$ cat src/rtl/alu_exec_ctrl.sv
// alu_exec_ctrl: execute-stage sequencer (READ/EXEC/WB) owning the 8x16 register file in front of the ALU
module alu_exec_ctrl #(
    parameter int DATA_W  = 16,
    parameter int OPC_W   = 4,
    parameter bit R0_ZERO = 1'b1
) (
    input  logic              clk,
    input  logic              rst_n,
    input  logic [15:0]       instr,
    input  logic              instr_valid,
    output logic              instr_ready,
    output logic [DATA_W-1:0] alu_a,
    output logic [DATA_W-1:0] alu_b,
    output logic [OPC_W-1:0]  alu_opcode,
    input  logic [DATA_W-1:0] alu_out,
    input  logic              alu_zero,
    input  logic              alu_neg,
    input  logic              alu_ovf,
    input  logic              host_we,
    input  logic [2:0]        host_addr,
    input  logic [DATA_W-1:0] host_data,
    input  logic [2:0]        dbg_addr,
    output logic [DATA_W-1:0] dbg_data,
    output logic              flag_z,
    output logic              flag_n,
    output logic              flag_v,
    output logic              done
);
    typedef enum logic [1:0] {IDLE, READ, EXEC, WB} state_t;
    state_t            state_q, state_d;
    logic [DATA_W-1:0] regs_q [8];
    logic [DATA_W-1:0] regs_d [8];
    logic [15:0]       instr_q, instr_d;
    logic [DATA_W-1:0] a_q, a_d, b_q, b_d, res_q, res_d;
    logic [OPC_W-1:0]  opc_q, opc_d;
    logic [2:0]        cap_q, cap_d, fl_q, fl_d;
    logic              ready_q, ready_d, done_q, done_d;
    logic [2:0]        rd;
    logic              unused_bits;
    assign rd          = instr_q[11:9];
    assign unused_bits = ^instr_q[2:0];
    always_comb begin
        state_d = state_q;
        regs_d  = regs_q;
        instr_d = instr_q;
        a_d     = a_q;
        b_d     = b_q;
        opc_d   = opc_q;
        res_d   = res_q;
        cap_d   = cap_q;
        fl_d    = fl_q;
        done_d  = 1'b0;
        unique case (state_q)
            IDLE: begin
                if (host_we && !(R0_ZERO && host_addr == 3'd0))
                    regs_d[host_addr] = host_data;
                if (instr_valid && ready_q) begin
                    instr_d = instr;
                    state_d = READ;
                end
            end
            READ: begin
                a_d     = regs_q[instr_q[8:6]];
                b_d     = regs_q[instr_q[5:3]];
                opc_d   = OPC_W'(instr_q[15:12]);
                state_d = EXEC;
            end
            EXEC: begin
                res_d   = alu_out;
                cap_d   = {alu_zero, alu_neg, alu_ovf};
                state_d = WB;
            end
            WB: begin
                if (!(R0_ZERO && rd == 3'd0))
                    regs_d[rd] = res_q;
                fl_d    = cap_q;
                done_d  = 1'b1;
                state_d = IDLE;
            end
        endcase
        ready_d = state_d == IDLE;
    end
    always_ff @(posedge clk) begin
        if (!rst_n) begin
            state_q <= IDLE;
            regs_q  <= '{default: '0};
            instr_q <= '0;
            a_q     <= '0;
            b_q     <= '0;
            opc_q   <= '0;
            res_q   <= '0;
            cap_q   <= '0;
            fl_q    <= '0;
            ready_q <= 1'b0;
            done_q  <= 1'b0;
        end else begin
            state_q <= state_d;
            regs_q  <= regs_d;
            instr_q <= instr_d;
            a_q     <= a_d;
            b_q     <= b_d;
            opc_q   <= opc_d;
            res_q   <= res_d;
            cap_q   <= cap_d;
            fl_q    <= fl_d;
            ready_q <= ready_d;
            done_q  <= done_d;
        end
    end
    assign instr_ready = ready_q;
    assign alu_a       = a_q;
    assign alu_b       = b_q;
    assign alu_opcode  = opc_q;
    assign dbg_data    = (R0_ZERO && dbg_addr == 3'd0) ? '0 : regs_q[dbg_addr];
    assign {flag_z, flag_n, flag_v} = fl_q;
    assign done        = done_q;
endmodule

$ cat config.mk
export PLATFORM = sky130hd
export DESIGN_NAME = alu_exec_ctrl
export DESIGN_NICKNAME = d
export VERILOG_FILES = /design/src/rtl/alu_exec_ctrl.sv
export SDC_FILE = /design/constraint.sdc
export NUM_CORES = 1
export LEC_CHECK = 0
export CORE_UTILIZATION = 45
export DETAILED_ROUTE_END_ITERATION = 10
export PLACE_DENSITY_LB_ADDON = 0.2
export REMOVE_ABC_BUFFERS = 1
export SYNTH_ARGS = -nofsm -noshare
export SYNTH_HDL_FRONTEND = slang
export SYNTH_SLANG_ARGS = --single-unit
$ cat constraint.sdc
create_clock -name clk -period 4.9 [get_ports clk]
set_clock_uncertainty 0.2 [all_clocks]
set_input_delay 0.735 -clock clk [delete_from_list [all_inputs] [get_ports clk]]
set_output_delay 0.735 -clock clk [all_outputs]
set_load 0.01 [all_outputs]
# After elaboration in Yosys (flattened, before gate mapping)
# Index checks and enable logic that the tools add are counted.
[classes]
order_cmp = 7
eq_ne = 5
muxes = 22
bitwise = 5
n_reduce_logical = 13
[ops]
columns = ["cell", "count"]
rows = [
  ["$bwmux W128", 2],
  ["$mux W128", 2],
  ["$pmux W128 S2", 1],
  ["$bmux W16 S3", 3],
  ["$mux W16", 9],
  ["$demux W16 S3", 2],
  ["$ge A4 B4 Y1 const B", 5],
  ["$not A3 Y4", 5],
  ["$logic_not A3 Y1", 3],
  ["$lt A4 B1 Y1 const B", 2],
  ["$pmux W2 S4", 1],
  ["$eq A2 B2 Y1 const B", 2],
  ["$logic_and A1 B1 Y1", 4],
  ["$logic_not A2 Y1", 2],
  ["$ne A2 B2 Y1 const B", 2],
  ["$reduce_and A3 Y1", 1],
  ["$eq A2 B1 Y1 const B", 1],
  ["$mux W2", 1],
  ["$reduce_and A2 Y1", 1],
  ["$reduce_bool A2 Y1", 1],
  ["$logic_not A1 Y1", 1],
  ["$mux W1", 1],
]
[word_totals]
ff_bits = 206
out_inout_bits = 57

# Longest topological paths before layout
# Gate-level depths: netlist of the first run.
[logic_depth]
ltp_word = 8
depth_mapped = 8
depth_no_buf = 6

# Least setup slack after synthesis of the first run
# No wires, ideal clock.
[synth_path]
path_kind = "input port to output port"
start = "input dbg_addr[0]"
end = "output dbg_data[5]"
arrival_ns = 2.040
required_time_ns = 3.965
setup_slack_ns = 1.925
stages = 5
path_buffers = 2
cell_sequence = "clkbuf_1 buf_1 mux4_2 inv_1 a21oi_1"
[synth_between]
elab_chain_len = 5
[synth_rtl]
columns = ["element", "line", "source"]
rows = [
  ["from (decl)", "22", "input logic [2:0] dbg_addr,"],
  ["$not A3 Y4 (not written as such)", "114", "assign dbg_data = (R0_ZERO && dbg_addr == 3'd0) ? '0 : regs_q[dbg_addr];"],
  ["$bmux W16 S3", "114", ""],
  ["$mux W16 (not written as such) (2 in a row)", "114", ""],
  ["$mux W16 (*)", "114", ""],
  ["to (decl)", "23", "output logic [DATA_W-1:0] dbg_data,"],
]
# Every way passes the cells marked *; elsewhere a longest branch is shown, timed or not. The select of a mux whose other input is x is not followed.

# Final worst setup path of the first run
[layout_path]
start = "input dbg_addr[1]"
end = "output dbg_data[10]"
# The elaborated chain is that of the path after synthesis.

==> results of run 1 <==
[placed cells by master, fill, tap and decap left out, drive strengths merged, types with 32 or more instances in the layout]
cell           instances
buf                   38
clkdlybuf4s50        112
nor2                  34
nand2                142
clkbuf                34
mux4                  80
a32oi                 32
nand4                 48
o22ai                 81
o21ai                 80
nand3                 33
a21oi                 34
o2111ai               32
dfxtp                203
o211a                 80
[kinds of logic after synthesis]
| family | share of synthesized area [%] |
|---|---|
| adders and majority gates | 0.432 |
| and+or+nand+nor | 14.7 |
| buffers and inverters | 6.31 |
| DFF | 35.1 |
| AOI/OAI and AO/OA | 24.1 |
| muxes | 19.4 |
[per-layer routing]
| layer | track usage, % | share of wire, % | up-vias |
|---|---|---|---|
| met5 | 0 | 0.030 | - |
| li1 | - | - | 4722 |
| met3 | 7.21 | 12 | 98 |
| met2 | 45.7 | 44 | 656 |
| met1 | 41.3 | 40 | 5175 |
| met4 | 12.2 | 3.5 | 2 |
[tightest hold or removal path, stage by stage, from the launching register on]
cell and delay [ns]:
sky130_fd_sc_hd__dfxtp_1 0.30, sky130_fd_sc_hd__nand2_1 0.05, sky130_fd_sc_hd__a21boi_0 0.06
[cell usage after synthesis, drive strengths merged (3+ instances only)]
| master | number |
|---|---|
| a21boi | 13 |
| a21oi | 34 |
| a221oi | 16 |
| a32oi | 32 |
| and2 | 10 |
| buf | 49 |
| clkbuf | 94 |
| dfxtp | 203 |
| ha | 4 |
| inv | 18 |
| mux2 | 16 |
| mux2i | 26 |
| mux4 | 80 |
| nand2 | 142 |
| nand2b | 23 |
| nand3 | 33 |
| nand3b | 4 |
| nand4 | 48 |
| nor2 | 34 |
| nor2b | 27 |
| o2111ai | 32 |
| o211a | 80 |
| o21ai | 80 |
| o21bai | 3 |
| o22ai | 81 |
| or3b | 4 |
[worst min-delay path by stage]
| stage | from | end | slack, ns | depth (start not counted) |
|---|---|---|---|---|
| floorplan | instr_q[12] | instr_q[12] | 0.24 | 2 |
| global placement | instr_q[14] | instr_q[14] | 0.25 | 2 |
| detailed placement | instr_q[13] | instr_q[13] | 0.26 | 2 |
| CTS | instr_q[12] | instr_q[12] | 0.27 | 2 |
| global route | instr_q[12] | instr_q[12] | 0.29 | 2 |
| finish | instr_q[12] | instr_q[12] | 0.26 | 2 |
[layout make-up]
cell class | count | share of cell area [%]
inverters | 18 | 0.499
multi-input cells | 838 | 50.4
flip-flops and latches | 203 | 30.0
clock inverters | 5 | 0.554
repair buffers | 150 | 10.5
diodes | 1 | 0.0185
clock buffers | 34 | 5.02
well taps | 330 | 3.05
[state kept, by name (all words and copies together) (netlist names)]
name,count
alu_opcode,4
res_q,16
regs_q,128
alu_a,16
done,1
state_q,2
cap_q,3
alu_b,16
instr_q,13
instr_ready,1
fl_q,3
[power by group through the flow]
| stage | combinational [mW] | sequential (mW) | clock, mW |
|---|---|---|---|
| finish | 1.74 | 2.13 | 1.78 |
| global route | 1.85 | 2.16 | 1.87 |
| global placement | 1.69 | 2.15 | 0 |
| floorplan | 0.810 | 2.13 | 0 |
| detailed placement | 1.71 | 2.16 | 0 |
| CTS | 1.72 | 2.12 | 1.79 |
[per-stage QoR]
step                      util (%)  cell area [um^2]  power [mW]  setup slack, ns  cells
after floorplan                  -             10900        2.94            -4.26   1059
after global placement        50.8             12800        3.84            0.821   1539
after detailed placement      50.8             12800        3.87            0.797   1539
after CTS                     53.8             13500        5.64            0.803   1578
after global routing          53.8             13500        5.88            0.684   1578
final                         53.8             13500        5.64            0.709   1579
==> impl.org, run 1 <==
** Status
- The flow ran to the end, and the final reports show no timing, DRC or antenna violations.

** Worst setup path
- Data on the critical path arrives at its endpoint at 3.26 ns.
- Traced cell by cell, the critical path runs through clkdlybuf4s50_1 > nor2b_1 > buf_4 > a221oi_1 > a21oi_1 > clkdlybuf4s50_1.
- On the critical path, the stage with the largest delay is an instance of sky130_fd_sc_hd__clkdlybuf4s50_1.
- Critical R2R Capture :: regs_q[46]
- Sum of buffers and inverters on the critical path :: 3
- The most numerous cell type found on the critical path is sky130_fd_sc_hd__clkdlybuf4s50_1.
- Crit. End Element :: output pin
- Measured in cells, the most critical reg-to-reg path has a length of 8.
- Tracing the worst setup path back leads to its startpoint at dbg_addr[1].
- Crit Path Category :: in2out
- The startpoint identified for the worst register-to-register timing path is state_q[0].
- On the worst path, the slowest cell contributes a delay of 0.84 ns.
- In this run the worst path has a maximum fanout of 11.
- Data required time of the worst path :: 3.96 ns
- Endpoint of the worst setup timing path :: dbg_data[10]
- Sort of element at the start of the critical path :: input pin
- Cell family with most CP delay :: buffers and inverters
- Register-to-Register Setup Slack :: 1.67 ns
- Number of cells on the critical path :: 6

** STA
- Worst Tran Pin Value :: 1.21 ns
- The tightest hold path in the finished design has a slack of 0.262 ns.
- The number of slew-limit violations in the final report was 0.
- Share of the cycle needed by the critical path after routing :: 85.5%
- Unrepaired setup endpoints after global routing :: false
- Setup TNS Final :: 0 ns
- Based on the critical path, the design can be clocked at up to 239 MHz.
- Minimum clock period after layout :: 4.19 ns
- Final hold violations :: 0
- Headroom to the max-slew limit came out at 19.6%.
- Setup violations remaining at the end of the flow were counted as 0.

** Power and ir drop
- Dividing total power by cell area gives a power density of 417 mW/mm^2.
- Total leakage power :: 5.25 nW
- Combinational logic is responsible for 30.8% of the overall power.
- Cell-internal power :: 3.67 mW
- Switching Power :: 1.97 mW
- The clock network burns 31.5% of the power.
- Across the VDD grid, the largest voltage drop is 0.386 mV.
- Sequential cells account for 37.7% of the total power.
- Net switching fraction of the power :: 34.9%

** Routing
- Via count :: 10700
- Residual antenna-violating net count after detailed routing :: 0
- Pre-antenna DRT Iters :: 5
- DRC marker count from the first detailed-route iteration :: 1373
- Routed WL :: 39.7 mm
- Average detailed-routed wire length per instance :: 25.1 um
- Dividing the detail-routed via count by the number of cells gives 6.75.
- DRC violation count after routing :: 0

** Die
- Die footprint :: 0.0264 mm^2
- The die is 162 um tall.
- The core region is 0.0252 mm^2.
- In this run the horizontal extent of the chip is 162 um.
- Starting density of the core :: 46.0%
- After floorplanning, the core was divided into 58 placement rows.
- Pin placement for this block handled 118 I/O pins.

** Clock network
- Once the clock tree was built, the resizer swapped 0 gates to a different size.
- The tree is rooted in a sky130_fd_sc_hd__clkbuf_16.
- Clock slew at reported path FFs :: 0.05 ns
- In this run the number of H-tree levels came out at 1.
- Clock tree synthesis found a total of 203 sinks.
- In this run the post-CTS setup repair buffer count came out at 0.
- Clock tree buffer depth :: 3
- TritonCTS clock tree :: done
- TritonCTS created 24 clock buffers.
- Clock latency of the later-clocked register in the worst-skew pair :: 0.53 ns
- Hold buffer count at CTS :: 0

** Layout
- Signed area change from the synthesized netlist to the final layout :: 17.0%
- Total area of multi-input combinational cells :: 0.00682 mm^2
- Sequential cell area :: 0.00407 mm^2
- Share of layout cells above drive strength 1 :: 15.1%
- The filler cells instantiated in the layout total 2315.
- For this run, the post-layout net count is 1300.

** Yosys
- Syn Inst Count :: 1202
- Sorting the synthesized cells by area gives the leading types as sky130_fd_sc_hd__dfxtp_1 35%, sky130_fd_sc_hd__mux4_2 16%, sky130_fd_sc_hd__o211a_1 6.9%.
- Most area-hungry cell type in the Yosys netlist :: sky130_fd_sc_hd__dfxtp_1
- In this run, distinct cell masters in the synthesized netlist total 46.
- Share of the synthesized area in the top cell type :: 35.1%
- Number of warning messages in the yosys log :: 0
- Post-synth EDFFs :: 0
- Cell area after technology mapping :: 0.0116 mm^2
- In the synthesized netlist the dominant register cell turns out to be sky130_fd_sc_hd__dfxtp_1.
- After synthesis, the mean cell area works out to 9.63 um^2.
- Sequential cells were found to cover 35.1% of the synthesized design area.
- Async SR Flop Fraction :: 0%
- Flip-flop and latch count after synthesis :: 203

** Global route
- All-Layer GR Usage :: 30.2%
- Via count of the first global-routing pass :: 10200
- The initial antenna violation count is 2.
- Maximum number of pins on one net before global-route repair :: 137
- The total overflow left after global routing is 0.
- The first global-routing pass estimated 60.7 mm of wire.

** Placed design
- The HPWL after detailed placement is 23.6 mm.
- The congestion estimate from routability-driven global placement came to 0.845.
- Port buffering added 114 buffers.

** Min path
- HP Class :: reg2reg

** Flow run
- Max Cap Violations :: 0
Power figures use the tool's default switching activity.
==> run 2: changes to the inputs <==
- MAX_ROUTING_LAYER: unset -> met4
==> run 2 against run 1 <==
Clock power about the same. Via count about the same. Critical path depth unchanged. Count of clock-buffer cells in the layout unchanged. Worst setup slack is essentially flat. Hold slack better by 0.00079 ns. Maximum frequency hardly changed. Sequential share of layout area is essentially flat. Register-to-register slack worse by 0.03 ns. Utilization is essentially flat. Final cell count is essentially flat. Highest routed layer is now met4.
==> impl.org, run 2 (synthesis results as in run 1) <==
** Placed design
- The minimum setup slack after placement is 0.797 ns (unchanged).
- Post-Place Cell Area :: 0.0128 mm^2 (unchanged)
- Port buffer count :: 114 (unchanged)
- The estimated wirelength of the detail-placed design is 23.6 mm (unchanged).
- Placer congestion estimate :: 0.859 (+1.6%)

** Min path
- HP Class :: reg2reg

** Routing
- The total DRC errors in the routed layout is 0 (unchanged).
- Pre-antenna DRT Iters :: 5 (unchanged)
- The average wire length per cell after detail routing is 25.2 um (+0.15%).
- The total number of vias came to 10700 (+0.038%).
- Routed WL :: 39.8 mm (+0.21%)
- The routed via count divided by cell count is 6.74 (about the same).
- The initial DRC count was 1428 (+4.0%).
- Residual antenna-violating net count after detailed routing :: 0 (unchanged)

** STA
- Setup Viol. Count Final :: 0 (unchanged)
- Setup TNS Final :: 0 ns (unchanged)
- Minimum clock period after layout :: 4.19 ns (-0.000309 ns)
- Share of the cycle needed by the critical path after routing :: 85.5% (about the same)
- The highest achievable clock rate came to 239 MHz (about the same).
- The worst slew margin relative to its limit is 16.2% (-3.4 points).
- Unrepaired setup endpoints after global routing :: false
- The tightest hold margin is 0.263 ns (+0.000793 ns).
- Final hold violations :: 0 (unchanged)
- Worst Tran Pin Value :: 1.25 ns (+0.0487 ns)
- The final worst setup slack was 0.709 ns (+0.000309 ns).
- The number of slew-limit violations in the final report is 0 (unchanged).

** Die
- The overall die area is 0.0264 mm^2 (unchanged).
- The I/O pin count was 118 (unchanged).
- The area of the core came to 0.0252 mm^2 (unchanged).
- The number of core rows is 58 (unchanged).
- Die H :: 162 um (unchanged)
- The starting utilization of the core area is 46.0% (unchanged).
- The overall die width came to 162 um (unchanged).

** Global route
- The initial antenna violation count came to 2 (unchanged).
- The leftover overflow at the end of global routing came to 0 (unchanged).
- Maximum number of pins on one net before global-route repair :: 137 (unchanged)
- The global-route wire length before repair is 60.7 mm (about the same).
- All-Layer GR Usage :: 31.1% (+0.93 points)
- Via count of the first global-routing pass :: 10200 (+0.049%)

** Clock network
- Clock sink count :: 203 (unchanged)
- Clock slew at reported path FFs :: 0.05 ns (about the same)
- TritonCTS clock tree :: done
- The number of setup buffers added after CTS was 0 (unchanged).
- The quantity of hold-fixing buffers added after cts came to 0 (unchanged).
- Root Buffer :: sky130_fd_sc_hd__clkbuf_16
- H-tree level count :: 1 (unchanged)
- The clock insertion delay at the later pin of the skew report is 0.53 ns (about the same).
- CTS buffer count :: 24 (unchanged)
- Cts repair resizes :: 0 (unchanged)
- The maximum count of clock buffers along a single path was 3 (unchanged).

** Status
- The flow ran to the end, and the final reports show no timing, DRC or antenna violations.

** Flow run
- The max-cap check violation count is 0 (unchanged).

** Layout
- The net total in the final layout came to 1300 (unchanged).
- More flip-flops sit in one register than any other, and that register is regs_q.
- Most common library cell in the layout ignoring fill and taps :: sky130_fd_sc_hd__dfxtp_1
- Commonest cells after routing, fill and taps aside :: 201 x sky130_fd_sc_hd__dfxtp_1, 142 x sky130_fd_sc_hd__nand2_1, 112 x sky130_fd_sc_hd__clkdlybuf4s50_1
- The area growth from synthesis to layout is 17.1% (about the same).
- The share of final-layout standard cells stronger than drive strength 1 is 15.1% (unchanged).
- Max reg flops :: 128 (unchanged)
- The count of filler cells inserted in the layout is 2315 (unchanged).
- The final non-filler cell area was 0.0135 mm^2 (about the same).

** Power and ir drop
- The static leakage is 5.25 nW (unchanged).
- The largest voltage drop on the vdd net came to 0.384 mV (-0.37%).
- The power density relative to cell area came to 417 mW/mm^2 (about the same).

** Worst setup path
- Maximum net fanout on the critical path :: 11 (unchanged)
- By startpoint and endpoint, the worst setup path is classified as in2out.
- The critical path arrival was 3.26 ns (about the same).
- Data required time of the worst path :: 3.96 ns (about the same)
- Sort of element at the start of the critical path :: input pin
- The worst setup path is captured at an output pin.
run 2: metal layers:
metal,wire [um],up-vias,global-route usage [%]
met5,0,-,-
met4,1320,0,12.2
met3,4690,97,6.85
met2,17700,608,45.8
met1,16000,5228,41.5
li1,-,4724,-
run 2: layout make-up:
cell class | instances | area [um^2] | share of cell area [%]
inverter | 18 | 67.6 | 0.499
multi-input combinational | 838 | 6820 | 50.4
timing repair buffer | 150 | 1420 | 10.5
antenna | 2 | 5.00 | 0.0369
tap | 330 | 413 | 3.05
clock inverter | 5 | 75.1 | 0.554
sequential | 203 | 4070 | 30.0
clock buffer | 34 | 679 | 5.01
run 2: power breakdown:
group | switching, mW | internal (mW)
clock | 0.719 | 1.06
combinational | 1.02 | 0.720
sequential | 0.237 | 1.89
run 2: critical path: stages:
cell	delay [ns]
sky130_fd_sc_hd__clkdlybuf4s50_1	0.85
sky130_fd_sc_hd__nor2b_1	0.24
sky130_fd_sc_hd__buf_4	0.29
sky130_fd_sc_hd__a221oi_1	0.13
sky130_fd_sc_hd__a21oi_1	0.38
sky130_fd_sc_hd__clkdlybuf4s50_1	0.62
run 2: final timing paths:
path                       end  depth (start not counted)   startpoint  slack (ns)
setup / recovery  dbg_data[10]                          6  dbg_addr[1]        0.71
hold / removal     instr_q[12]                          2  instr_q[12]        0.26
setup reg to reg    regs_q[46]                          8   state_q[0]        1.64
hold reg to reg    instr_q[12]                          2  instr_q[12]        0.26
run 2: metrics by stage:
stage / cells / total power, mW / util, %
3_3_place_gp: 1539 / 3.84 / 50.8
4_1_cts: 1578 / 5.64 / 53.8
5_1_grt: 1580 / 5.88 / 53.8
3_5_place_dp: 1539 / 3.87 / 50.8
6_report: 1580 / 5.65 / 53.8
2_1_floorplan: 1059 / 2.94 / -
